**config.mk**
```make
export PLATFORM = sky130hd
export DESIGN_NAME = rs_mul
export DESIGN_NICKNAME = d
export VERILOG_FILES = /design/src/rtl/rs_mul_pkg.sv /design/src/rtl/rs_mul_sel.sv /design/src/rtl/rs_mul.sv
export SDC_FILE = /design/constraint.sdc
export NUM_CORES = 1
export LEC_CHECK = 0
export CAP_MARGIN = 10
export CORE_UTILIZATION = 40
export CTS_BUF_LIST = sky130_fd_sc_hd__clkbuf_8
export DETAILED_ROUTE_END_ITERATION = 6
export PLACE_DENSITY = 0.66
export SLEW_MARGIN = 0
export SYNTH_ARGS = -nofsm -noshare
export SYNTH_HDL_FRONTEND = slang
export SYNTH_SLANG_ARGS = --single-unit
```
**constraint.sdc**
```tcl
create_clock -name clk -period 7.45 [get_ports clk]
set_input_delay 1.49 -clock clk [delete_from_list [all_inputs] [get_ports clk]]
set_output_delay 1.49 -clock clk [all_outputs]
set_load 0.005 [all_outputs]
```
**src/rtl/rs_mul_pkg.sv**
```systemverilog
// Shared types and constants for the multiplier reservation station.
// Optional dispatch-time CDB bypass is enabled by RS_MUL_BYPASS_EN.
package rs_mul_pkg;

    localparam int TAG_W_DEF = 3;
    localparam int TAG_NONE  = 0;
    localparam int DATA_W    = 32;

    typedef enum logic [1:0] {
        ST_IDLE = 2'd0,
        ST_EXEC = 2'd1,
        ST_WB   = 2'd2
    } state_e;

endpackage

```
**src/rtl/rs_mul_sel.sv**
```systemverilog
// Lowest-index priority encoder over an N-bit request vector.
// Used for both free-slot and ready-entry selection.
module rs_mul_sel #(
    parameter int N  = 4,
    parameter int IW = (N > 1) ? $clog2(N) : 1
) (
    input  logic [N-1:0]  req_i,
    output logic          found_o,
    output logic [IW-1:0] idx_o
);

    always_comb begin
        found_o = 1'b0;
        idx_o   = '0;
        for (int i = N - 1; i >= 0; i--) begin
            if (req_i[i]) begin
                found_o = 1'b1;
                idx_o   = IW'(i);
            end
        end
    end

endmodule

```
**src/rtl/rs_mul.sv**
```systemverilog
// Reservation station feeding a single multiplier unit.
// Define RS_MUL_BYPASS_EN to capture a colliding CDB broadcast at dispatch.
module rs_mul
    import rs_mul_pkg::*;
#(
    parameter int DEPTH = 4,
    parameter int TAG_W = TAG_W_DEF
) (
    input  logic              clk,
    input  logic              rst_n,
    input  logic              iss_valid,
    output logic              iss_ready,
    input  logic [TAG_W-1:0]  iss_dst,
    input  logic [DATA_W-1:0] iss_vj,
    input  logic [DATA_W-1:0] iss_vk,
    input  logic [TAG_W-1:0]  iss_qj,
    input  logic [TAG_W-1:0]  iss_qk,
    input  logic              cdb_valid,
    input  logic [TAG_W-1:0]  cdb_tag,
    input  logic [DATA_W-1:0] cdb_data,
    output logic              fu_en,
    output logic [DATA_W-1:0] fu_a,
    output logic [DATA_W-1:0] fu_b,
    input  logic              fu_finish,
    input  logic [DATA_W-1:0] fu_res,
    output logic              wb_valid,
    output logic [TAG_W-1:0]  wb_tag,
    output logic [DATA_W-1:0] wb_data,
    input  logic              wb_grant
);

    localparam int IW = (DEPTH > 1) ? $clog2(DEPTH) : 1;
    localparam logic [TAG_W-1:0] TNONE = TAG_W'(TAG_NONE);

    logic [DEPTH-1:0]  busy_q, busy_d;
    logic [TAG_W-1:0]  dst_q [DEPTH];
    logic [TAG_W-1:0]  dst_d [DEPTH];
    logic [TAG_W-1:0]  qj_q  [DEPTH];
    logic [TAG_W-1:0]  qj_d  [DEPTH];
    logic [TAG_W-1:0]  qk_q  [DEPTH];
    logic [TAG_W-1:0]  qk_d  [DEPTH];
    logic [DATA_W-1:0] vj_q  [DEPTH];
    logic [DATA_W-1:0] vj_d  [DEPTH];
    logic [DATA_W-1:0] vk_q  [DEPTH];
    logic [DATA_W-1:0] vk_d  [DEPTH];

    state_e            state_q, state_d;
    logic [DATA_W-1:0] fu_a_q, fu_a_d;
    logic [DATA_W-1:0] fu_b_q, fu_b_d;
    logic [DATA_W-1:0] wb_data_q, wb_data_d;
    logic [TAG_W-1:0]  wb_tag_q, wb_tag_d;

    logic [DEPTH-1:0]  rdy_vec;
    logic              free_found, rdy_found;
    logic [IW-1:0]     free_idx, rdy_idx;
    logic              accept, issue;
    logic              hit_j, hit_k;
    logic              cdb_hit;
    logic [TAG_W-1:0]  in_qj, in_qk;
    logic [DATA_W-1:0] in_vj, in_vk;

    always_comb begin
        for (int i = 0; i < DEPTH; i++) begin
            rdy_vec[i] = busy_q[i]
                      && (qj_q[i] == TNONE)
                      && (qk_q[i] == TNONE);
        end
    end

    rs_mul_sel #(.N(DEPTH), .IW(IW)) u_free (
        .req_i   (~busy_q),
        .found_o (free_found),
        .idx_o   (free_idx)
    );

    rs_mul_sel #(.N(DEPTH), .IW(IW)) u_rdy (
        .req_i   (rdy_vec),
        .found_o (rdy_found),
        .idx_o   (rdy_idx)
    );

    assign iss_ready = free_found;
    assign accept    = iss_valid && free_found;
    assign issue     = (state_q == ST_IDLE) && rdy_found;
    assign cdb_hit   = cdb_valid && (cdb_tag != TNONE);

`ifdef RS_MUL_BYPASS_EN
    assign hit_j = cdb_hit && (iss_qj == cdb_tag);
    assign hit_k = cdb_hit && (iss_qk == cdb_tag);
`else
    assign hit_j = 1'b0;
    assign hit_k = 1'b0;
`endif

    assign in_qj = hit_j ? TNONE : iss_qj;
    assign in_qk = hit_k ? TNONE : iss_qk;
    assign in_vj = hit_j ? cdb_data : iss_vj;
    assign in_vk = hit_k ? cdb_data : iss_vk;

    // Issue selects a busy entry, dispatch a free one: never the same slot.
    always_comb begin
        busy_d = busy_q;
        for (int i = 0; i < DEPTH; i++) begin
            dst_d[i] = dst_q[i];
            qj_d[i]  = qj_q[i];
            qk_d[i]  = qk_q[i];
            vj_d[i]  = vj_q[i];
            vk_d[i]  = vk_q[i];
            if (busy_q[i] && cdb_hit) begin
                if (qj_q[i] == cdb_tag) begin
                    qj_d[i] = TNONE;
                    vj_d[i] = cdb_data;
                end
                if (qk_q[i] == cdb_tag) begin
                    qk_d[i] = TNONE;
                    vk_d[i] = cdb_data;
                end
            end
        end
        if (issue) begin
            busy_d[rdy_idx] = 1'b0;
        end
        if (accept) begin
            busy_d[free_idx] = 1'b1;
            dst_d[free_idx]  = iss_dst;
            qj_d[free_idx]   = in_qj;
            qk_d[free_idx]   = in_qk;
            vj_d[free_idx]   = in_vj;
            vk_d[free_idx]   = in_vk;
        end
    end

    always_comb begin
        state_d   = state_q;
        fu_a_d    = fu_a_q;
        fu_b_d    = fu_b_q;
        wb_data_d = wb_data_q;
        wb_tag_d  = wb_tag_q;
        unique case (state_q)
            ST_IDLE: begin
                if (issue) begin
                    fu_a_d   = vj_q[rdy_idx];
                    fu_b_d   = vk_q[rdy_idx];
                    wb_tag_d = dst_q[rdy_idx];
                    state_d  = ST_EXEC;
                end
            end
            ST_EXEC: begin
                if (fu_finish) begin
                    wb_data_d = fu_res;
                    state_d   = ST_WB;
                end
            end
            ST_WB: begin
                if (wb_grant) begin
                    state_d = ST_IDLE;
                end
            end
            default: state_d = ST_IDLE;
        endcase
    end

    always_ff @(posedge clk or negedge rst_n) begin
        if (!rst_n) begin
            busy_q    <= '0;
            state_q   <= ST_IDLE;
            fu_a_q    <= '0;
            fu_b_q    <= '0;
            wb_data_q <= '0;
            wb_tag_q  <= '0;
            for (int i = 0; i < DEPTH; i++) begin
                dst_q[i] <= '0;
                qj_q[i]  <= '0;
                qk_q[i]  <= '0;
                vj_q[i]  <= '0;
                vk_q[i]  <= '0;
            end
        end else begin
            busy_q    <= busy_d;
            state_q   <= state_d;
            fu_a_q    <= fu_a_d;
            fu_b_q    <= fu_b_d;
            wb_data_q <= wb_data_d;
            wb_tag_q  <= wb_tag_d;
            for (int i = 0; i < DEPTH; i++) begin
                dst_q[i] <= dst_d[i];
                qj_q[i]  <= qj_d[i];
                qk_q[i]  <= qk_d[i];
                vj_q[i]  <= vj_d[i];
                vk_q[i]  <= vk_d[i];
            end
        end
    end

    // Operands are visible in the issue cycle, then held from the latch.
    assign fu_en    = issue;
    assign fu_a     = issue ? vj_q[rdy_idx] : fu_a_q;
    assign fu_b     = issue ? vk_q[rdy_idx] : fu_b_q;
    assign wb_valid = (state_q == ST_WB);
    assign wb_tag   = wb_tag_q;
    assign wb_data  = wb_data_q;

endmodule

```
[Word-level counts from Yosys, hierarchy flattened]
Cells that the tools add are included.
Operators by class
  magnitude comparators: 7
  eq/ne operators: 13
  muxes and demuxes: 82
  bitwise logic cells: 6
  reduce and logical (&&, ||, !) cells: 31
Operators with widths (number)
  two-way mux 32 bit: 23
  bitwise mux 128 bit: 2
  two-way mux 128 bit: 2
  binary-select mux 32 bit (select 2 bit): 2
  demux 32 bit (select 2 bit): 1
  two-way mux 3 bit: 19
  bitwise mux 12 bit: 3
  == test 3 bit: 8
  logical NOT 3 bit: 8
  two-way mux 12 bit: 2
  two-way mux 2 bit: 11
  logical AND 1 bit: 18
  two-way mux 1 bit: 10
  two-way mux 4 bit: 2
  inverter 4 bit: 2
  binary-select mux 3 bit (select 2 bit): 1
  demux 3 bit (select 2 bit): 1
  greater-or-equal comparator 3 bit (second input constant): 2
  less-than comparator 2 x 3 -> 1 bit (second input constant): 2
  inverter 2 -> 3 bit: 2
  one-hot mux 2 bit (3 select lines): 1
  bitwise AND 4 bit: 1
  demux 1 bit (select 2 bit): 2
  greater-or-equal comparator 2 x 1 -> 1 bit (second input constant): 2
  10 further kinds: 12
Word-level totals
  register bits: 397
  output and inout bits: 102
  logic and storage cells: 165

[Depth between registers and ports, before layout]
  depth in word-level cells: 16
  depth in mapped cells: 9
  mapped depth without buffers: 4

[Hierarchy]
Synthesis repeated with hierarchy kept, for this count alone.
Second synthesis, totals
  cells, all modules: 1974
  area total of the unflattened synthesis: 20139.3 µm²
Modules (own cells, without submodules)
  rs_mul: instances 1, cells an instance 1960, area an instance 20069.2 µm²
  rs_mul_sel: instances 2, cells an instance 7, area an instance 35.0 µm²

[Worst setup path after synthesis]
Ideal clock, no wire load.
  kind: register to output
  from: register busy_q[1]
  to: output port fu_a[0]
  arrival time: 1952 ps
  data required time: 5960 ps
  slack: 4008 ps
  stages on the path, launching flop included: 9
  buffers on the path: 4
  cells stage by stage: dfrtp_1 nor4b_4 and2_1 buf_2 or4_1 buf_2 buf_6 buf_6 a32oi_1
Between the ends
  cells in the longest elaborated chain, start to end: 9
  elaborated cells between the ends (all ways): 12
  classes of those cells: mux: 8; bitwise: 1; reduce/logical: 3
RTL lines
  start: declaration: line rs_mul.sv:35  | logic [DEPTH-1:0] busy_q, busy_d;
  start signal: assignment: line rs_mul.sv:179  | busy_q <= busy_d;
  logical AND 1 bit (*): line rs_mul.sv:65  | && (qj_q[i] == TNONE)
  logical AND 1 bit (*): line rs_mul.sv:66  | && (qk_q[i] == TNONE);
  two-way mux 2 bit (2 in series): line rs_mul_sel.sv:16  | if (req_i[i]) begin
  inverter 2 -> 3 bit (implied by the code): line rs_mul.sv:197  | assign fu_a = issue ? vj_q[rdy_idx] : fu_a_q;
  binary-select mux 32 bit (select 2 bit): line rs_mul.sv:197
  two-way mux 32 bit (implied by the code) (2 in series): line rs_mul.sv:197
  two-way mux 32 bit (*): line rs_mul.sv:197
  end: declaration: line rs_mul.sv:22  | output logic [DATA_W-1:0] fu_a,
Mark *: on every way between the ends. The rest lies on a longest branch, timed or not. The select of a mux whose other input is x is not followed.

[Worst setup path in the final report]
  from: register busy_q[0]
  to: output port fu_a[17]
Between the ends
  cells in the longest elaborated chain, start to end: 8
  elaborated cells between the ends (all ways): 10
  classes of those cells: mux: 6; bitwise: 1; reduce/logical: 3
RTL lines (line)
  logical AND 1 bit (*): rs_mul.sv:65
  logical AND 1 bit (*): rs_mul.sv:66
  two-way mux 2 bit: rs_mul_sel.sv:16
  inverter 2 -> 3 bit (implied by the code): rs_mul.sv:197
  binary-select mux 32 bit (select 2 bit): rs_mul.sv:197
  two-way mux 32 bit (implied by the code) (2 in series): rs_mul.sv:197
  two-way mux 32 bit (*): rs_mul.sv:197
Marks and branches as above.

==> impl_metrics.ini <==
[place]
hpwlAfterDp_microns = 46740
io_buffers = 247
gp_congestion = 0.8809
dp.cells = 3145

[cells_and_area]
fin_nets = 2686
layout-drive-gt1-share_pct = 8.359
area_growth_pct = 18.56
instances_no_fill = 3284

[setup_path]
critPathKind = reg -> out
endpoint_kind = output pin
critPathTopFamily = simple AND/OR/NAND/NOR gates
r2r-start = busy_q[0]$_DFF_PN0_
cp_max_fo = 77
reg2reg_setup_slack_ns = 3.75
reg2reg_depth = 5
r2r_end = fu_a_q[11]$_DFFE_PN0P_
crit_required_ns = 5.96
critPathSlowestCell = and2_2
worstPathArrival_ns = 4.71
slowest_delay_ns = 0.90
path_cells = nor4b_1 > and2_2 > or4_4 > buf_4 > a32oi_1 > clkdlybuf4s50_1
critPathBufInv = 2
setup.worst_path.start_class = register

[cts]
cts.path.max_buffers = 3
cts_hold_buf = 0
path_clk_slew_ns = 0.06
htree_levels = 3
cts_buffers = 73
cts_tree = yes
clock_sinks = 397
clock_latency_ns = 0.67
clockRootBuffer = clkbuf_8
cts_resized = 0
post-cts-setup-buffer-count = 0

[logic_synthesis]
synth_area_sq_mm = 0.02119
ys_types = 43
yosysSeqAreaShare_pct = 46.89
syn_inst = 2462
netlist_top_cells_area = dfrtp_1 47%, a21oi_1 10%, nand2_1 7.3%, a32oi_1 5.4%, nor2_1 3.5%
ys.flop_type = dfrtp_1
synth_edf_count = 0
yosys.area.top_type = dfrtp_1
synth.most_common_cell = a21oi_1
async_reset_ff_share_pct = 100.0
synth_warnings = 0
ys_top_cells_by_count = 440 x a21oi_1, 410 x nand2_1, 397 x dfrtp_1, 198 x nor2_1, 195 x clkbuf_1
synth_seq_cells = 397
yosysTopAreaCellShare_pct = 46.89
avgSynthCellArea_sq_um = 8.606
synth.net_count = 2608

[power_and_ir_drop]
leakagePower_nw = 10.64
finalPower_mw = 12.27
ir_worst_vdd_mv = 0.4186
power_density_mw_per_mm2 = 488.3

[routing]
drc = 0
routed_wirelength_microns = 78340
dr.pass1.iters = 6
drt_iter0_drc = 2424
antenna_left = 0
wire_per_inst_microns = 23.85
vias = 20291
post_drt_via_cell_ratio = 6.179

[global_route]
grt.total_usage_pct = 28.67
grt-ovfl-total = 0
grt_pass1_vias = 19803
grt_pass1_wl_microns = 118500
antenna_found_initial = 8
grt_max_degree = 118

[die]
initial_core_util_pct = 40.89
core_sq_mm = 0.05182
dieArea_sq_mm = 0.05389
die_w_microns = 232.2
die_h_microns = 232.2
rows = 83
ioPinCount = 248

[sta]
drv_slew = 0
fin_crit_ns = 6.202
finalHoldViolations = 0
tightestPinTransition_ns = 1.238
setup_viol = 0
fmax_ghz = 0.1613
fin_crit_sh_pct = 83.24
slew_headroom_pct = 17.27
final.setup.tns_ns = 0
rsz0062_at_grt = false
fin_skew_ns = 0.04134

[hold_path]
hold_end = dst_q[7]$_DFFE_PN0P_
hold_path.startpoint = dst_q[7]$_DFFE_PN0P_
whs_path_depth = 2
min_path_type = reg -> reg

[flow_run]
maxCapViolations = 0

[run_status]
status = finished, final reports clean
==> report_power, final <==
group          internal (mW)  switching [mW]  total (mW)  leakage, nW
combinational           2.53            3.88        6.41         5.19
clock                   1.10           0.981        2.08        0.826
sequential              3.28           0.508        3.78         4.62
total                   6.90            5.37        12.3         10.6
==> registers in the layout, summed over array words and instances, names as in the netlist <==
register and cells:
busy_q 4, dst_q 12, fu_a_q 32, fu_b_q 32
qj_q 12, qk_q 12, state_q 2, vj_q 128
vk_q 128, wb_data 32, wb_tag 3
==> worst max-delay path by stage <==
stage	cells past startpoint	to	startpoint
after floorplan	8	fu_a[0]	busy_q[1]$_DFF_PN0_
after global placement	6	fu_a[17]	busy_q[0]$_DFF_PN0_
after detailed placement	6	fu_b[28]	busy_q[0]$_DFF_PN0_
after CTS	6	fu_b[28]	busy_q[0]$_DFF_PN0_
after global routing	6	fu_a[12]	busy_q[0]$_DFF_PN0_
final	6	fu_a[17]	busy_q[0]$_DFF_PN0_
==> worst min-delay path, delay by kind of cell, from the launching register on <==
family	cells	cell delay [ns]
AND/OR/NAND/NOR	2	0.11
flip-flops	1	0.33
==> cells in the final DEF, fill, tap and decap left out, drive strengths merged <==
master	n
a32oi	131
clkbuf	90
or2	3
nand3b	68
o311a	4
mux2	32
and4	8
a2111oi	67
and3	67
clkinvlp	4
clkinv	13
a31oi	8
nand4	9
a21oi	440
or3b	2
nor3	3
o311ai	129
diode	8
nand2b	2
o41ai	3
buf	34
and2	3
nor4b	3
nor2	198
dfrtp	397
o21ai	11
o21a	1
a211o	1
xnor2	24
inv	160
a21o	1
nor3b	1
nand3	20
nor2b	1
nand2	410
clkdlybuf4s50	246
or4	2
==> final cells by class <==
| cell class | count | area (sq um) |
|---|---|---|
| multi-input combinational | 1652 | 9630 |
| clock buffer | 90 | 1239 |
| inverter | 136 | 510.5 |
| fill | 4777 | 26700 |
| tap | 680 | 850.8 |
| clock inverter | 41 | 197.7 |
| sequential | 397 | 9935 |
| timing repair buffer | 280 | 2738 |
| antenna | 8 | 20.02 |
==> cell families (layout without fill, tap and decap cells) <==
family	after synthesis	in the layout	share of synthesized area (%)
other	0	8	0
buffers and inverters	413	547	8.084
flip-flops	397	397	46.89
XOR/XNOR	24	24	0.9921
multiplexers	32	32	1.701
AND/OR/NAND/NOR	800	800	16.98
AO/OA/AOI/OAI	796	796	25.36
==> stage by stage <==
step                      setup slack, ns  utilization [%]  hold slack (ns)  area, sq um
after floorplan                     4.008                -           0.4368        21190
after global placement              2.023            45.66           0.4508        23660
after global routing               0.9773            48.46           0.5002        25110
final                               1.248            48.48           0.4748        25120
after CTS                           1.212            48.44           0.4729        25100
after detailed placement            1.944            45.66           0.4568        23660
==> layer usage <==
layer	track usage, %	part of all wire, %
met1	38.03	40
met2	43.52	45
met3	6.582	10
met4	14.91	4.6
met5	0	0.013
Power figures use the tool's default switching activity.
==> edit, RTL diff (same settings) <==
Reset style: synchronous (`rst_n`), changed in one clocked block.
--- a/src/rtl/rs_mul.sv
+++ b/src/rtl/rs_mul.sv
@@ -160,7 +160,7 @@
         endcase
     end
 
-    always_ff @(posedge clk or negedge rst_n) begin
+    always_ff @(posedge clk) begin
         if (!rst_n) begin
             busy_q    <= '0;
             state_q   <= ST_IDLE;
Check against the original RTL: differs if rst_n is asserted again (counterexample within 4 cycles, from zero or initial values and one cycle with rst_n low); with rst_n held inactive, the same outputs for 4 cycles.
==> edit against the original RTL <==
- the run now ends with DRC left
- global-route usage shrank 4.0 points
- design area decreased by 12%
- area after synthesis is 14% lower
- worst setup slack improved by 79 ps
- routed wire length down 24%
- sequential cell count is the same
- critical path type unchanged
Power is not compared: it rests on default switching activity, and its combinational part moved more than twofold at a synthesized area within 25%.
==> edit: results <==
export IMPL_outcome="complete, but fails checks"
export IMPL_violations="DRC"
export IMPL_async_reset_ff_frac=0
export IMPL_crit_fanout=72
export IMPL_clk_pin_slew_ps=60
export IMPL_wl_mm=59.2
export IMPL_hp_class="reg -> reg"
export IMPL_n_fill_cell=4202
export IMPL_min_from="wb_data[18]"
export IMPL_cts_buffer_depth=3
export IMPL_top_regs="vj_q (128), vk_q (128)"
export IMPL_dp_cells=2722
export IMPL_route_detailed_drc=18
export IMPL_yosys_top_cells_area="dfxtp_1, mux2i_1, a21oi_1, o21ai_0, nand2_1"
export IMPL_postCtsResizedCells=0
export IMPL_ys_types=60
export IMPL_syn_nets=2233
export IMPL_ys_top_cells_by_count="dfxtp_1, a21oi_1, o21ai_0, mux2i_1, nand2_1"
export IMPL_critPathLaunchType="flip-flop"
export IMPL_syn_to_final_growth_pct=21.3
export IMPL_grt_max_degree=161
export IMPL_ir_drop_v=0.000152
export IMPL_synth_area_per_cell_um2=8.75
export IMPL_r2r_start="busy_q[0]"
export IMPL_yosysSeqAreaShare=0.435
export IMPL_firstDrtPassIters=7
export IMPL_gp_congestion=0.818
export IMPL_dp_hpwl_mm=35.8
export IMPL_synth_top_cell_by_area="dfxtp_1"
export IMPL_cts_buffers=72
export IMPL_grt_pass1_wl_mm=90.4
export IMPL_root_buffer="clkbuf_8"
export IMPL_grt_pass1_vias=15500
export IMPL_layout_nets=2351
export IMPL_vias_per_cell=5.77
export IMPL_finClkSkew_ps=28.7
export IMPL_grt_use_total=0.247
export IMPL_final_cells=2843
export IMPL_clock_latency_ps=620
export IMPL_first_iter_violations=1170
export IMPL_drive_gt1_frac=0.0720
export IMPL_max_slew_worst_pin_slew_ps=1130
## edit: cell types whose count changed after synthesis, sizes merged, moves of 65 or more
cell / change
a21oi: -119
dfxtp: +397
o21ai: +249
dfrtp: -397
nand2: -246
a32oi: -131
and3: -65
o311ai: -129
inv: -108
nand3b: -67
a2111oi: -66
nor2: -109
mux2i: +256
## edit: kinds of logic after synthesis
logic type | synth area share
muxes | 0.140
and+or+nand+nor | 0.0798
buffers and inverters | 0.0612
xor gates and xnor gates | 0.0115
DFF | 0.435
AOI/OAI and AO/OA | 0.272
## edit: through the flow
stage	hold slack (ps)	setup WS (ps)	instance area [um2]
after global routing	472	1080	22200
final	453	1330	22200
after floorplan	432	3940	18300
after detailed placement	447	1940	20800
after CTS	454	1300	22100
after global placement	442	2150	20800
## edit: final cells by class
| class | instances | share of cell area |
|---|---|---|
| Sequential cell | 397 | 0.359 |
| Inverter | 28 | 0.00497 |
| Clock inverter | 30 | 0.00570 |
| Antenna cell | 1 | 0.000113 |
| Timing Repair Buffer | 277 | 0.123 |
| Tap cell | 592 | 0.0334 |
| Multi-Input combinational cell | 1429 | 0.419 |
| Clock buffer | 89 | 0.0553 |
## edit: power by group through the flow
stage	Clock, mW	Sequential (mW)	Combinational [mW]
finish	1.96	2.32	0.945
global placement	0	2.36	0.920
detailed placement	0	2.36	0.939
CTS	2.01	2.32	0.944
floorplan	0	2.35	0.502
global route	2.11	2.33	1.03
## edit: path summary, 6_finish.rpt
check,depth (start not counted),slack (ps),end
max reg2reg,7,3760,fu_b_q[27]
min reg2reg,2,450,wb_data[18]
min,2,450,wb_data[18]
max,8,1330,fu_b[16]
## edit: critical path: stages, from the launching register on
cell,delay [ps]
dfxtp_1,440
or4b_1,650
nor2_4,550
o41ai_4,280
inv_4,680
buf_4,550
nor2_1,130
a31oi_1,170
clkdlybuf4s50_1,540
## edit: metal layers
metal	part of all wire	up-vias	track usage
li1	-	7907	-
met1	0.43	7755	0.315
met2	0.46	605	0.407
met3	0.074	129	0.0572
met4	0.027	14	0.0835
met5	0.0016	-	0
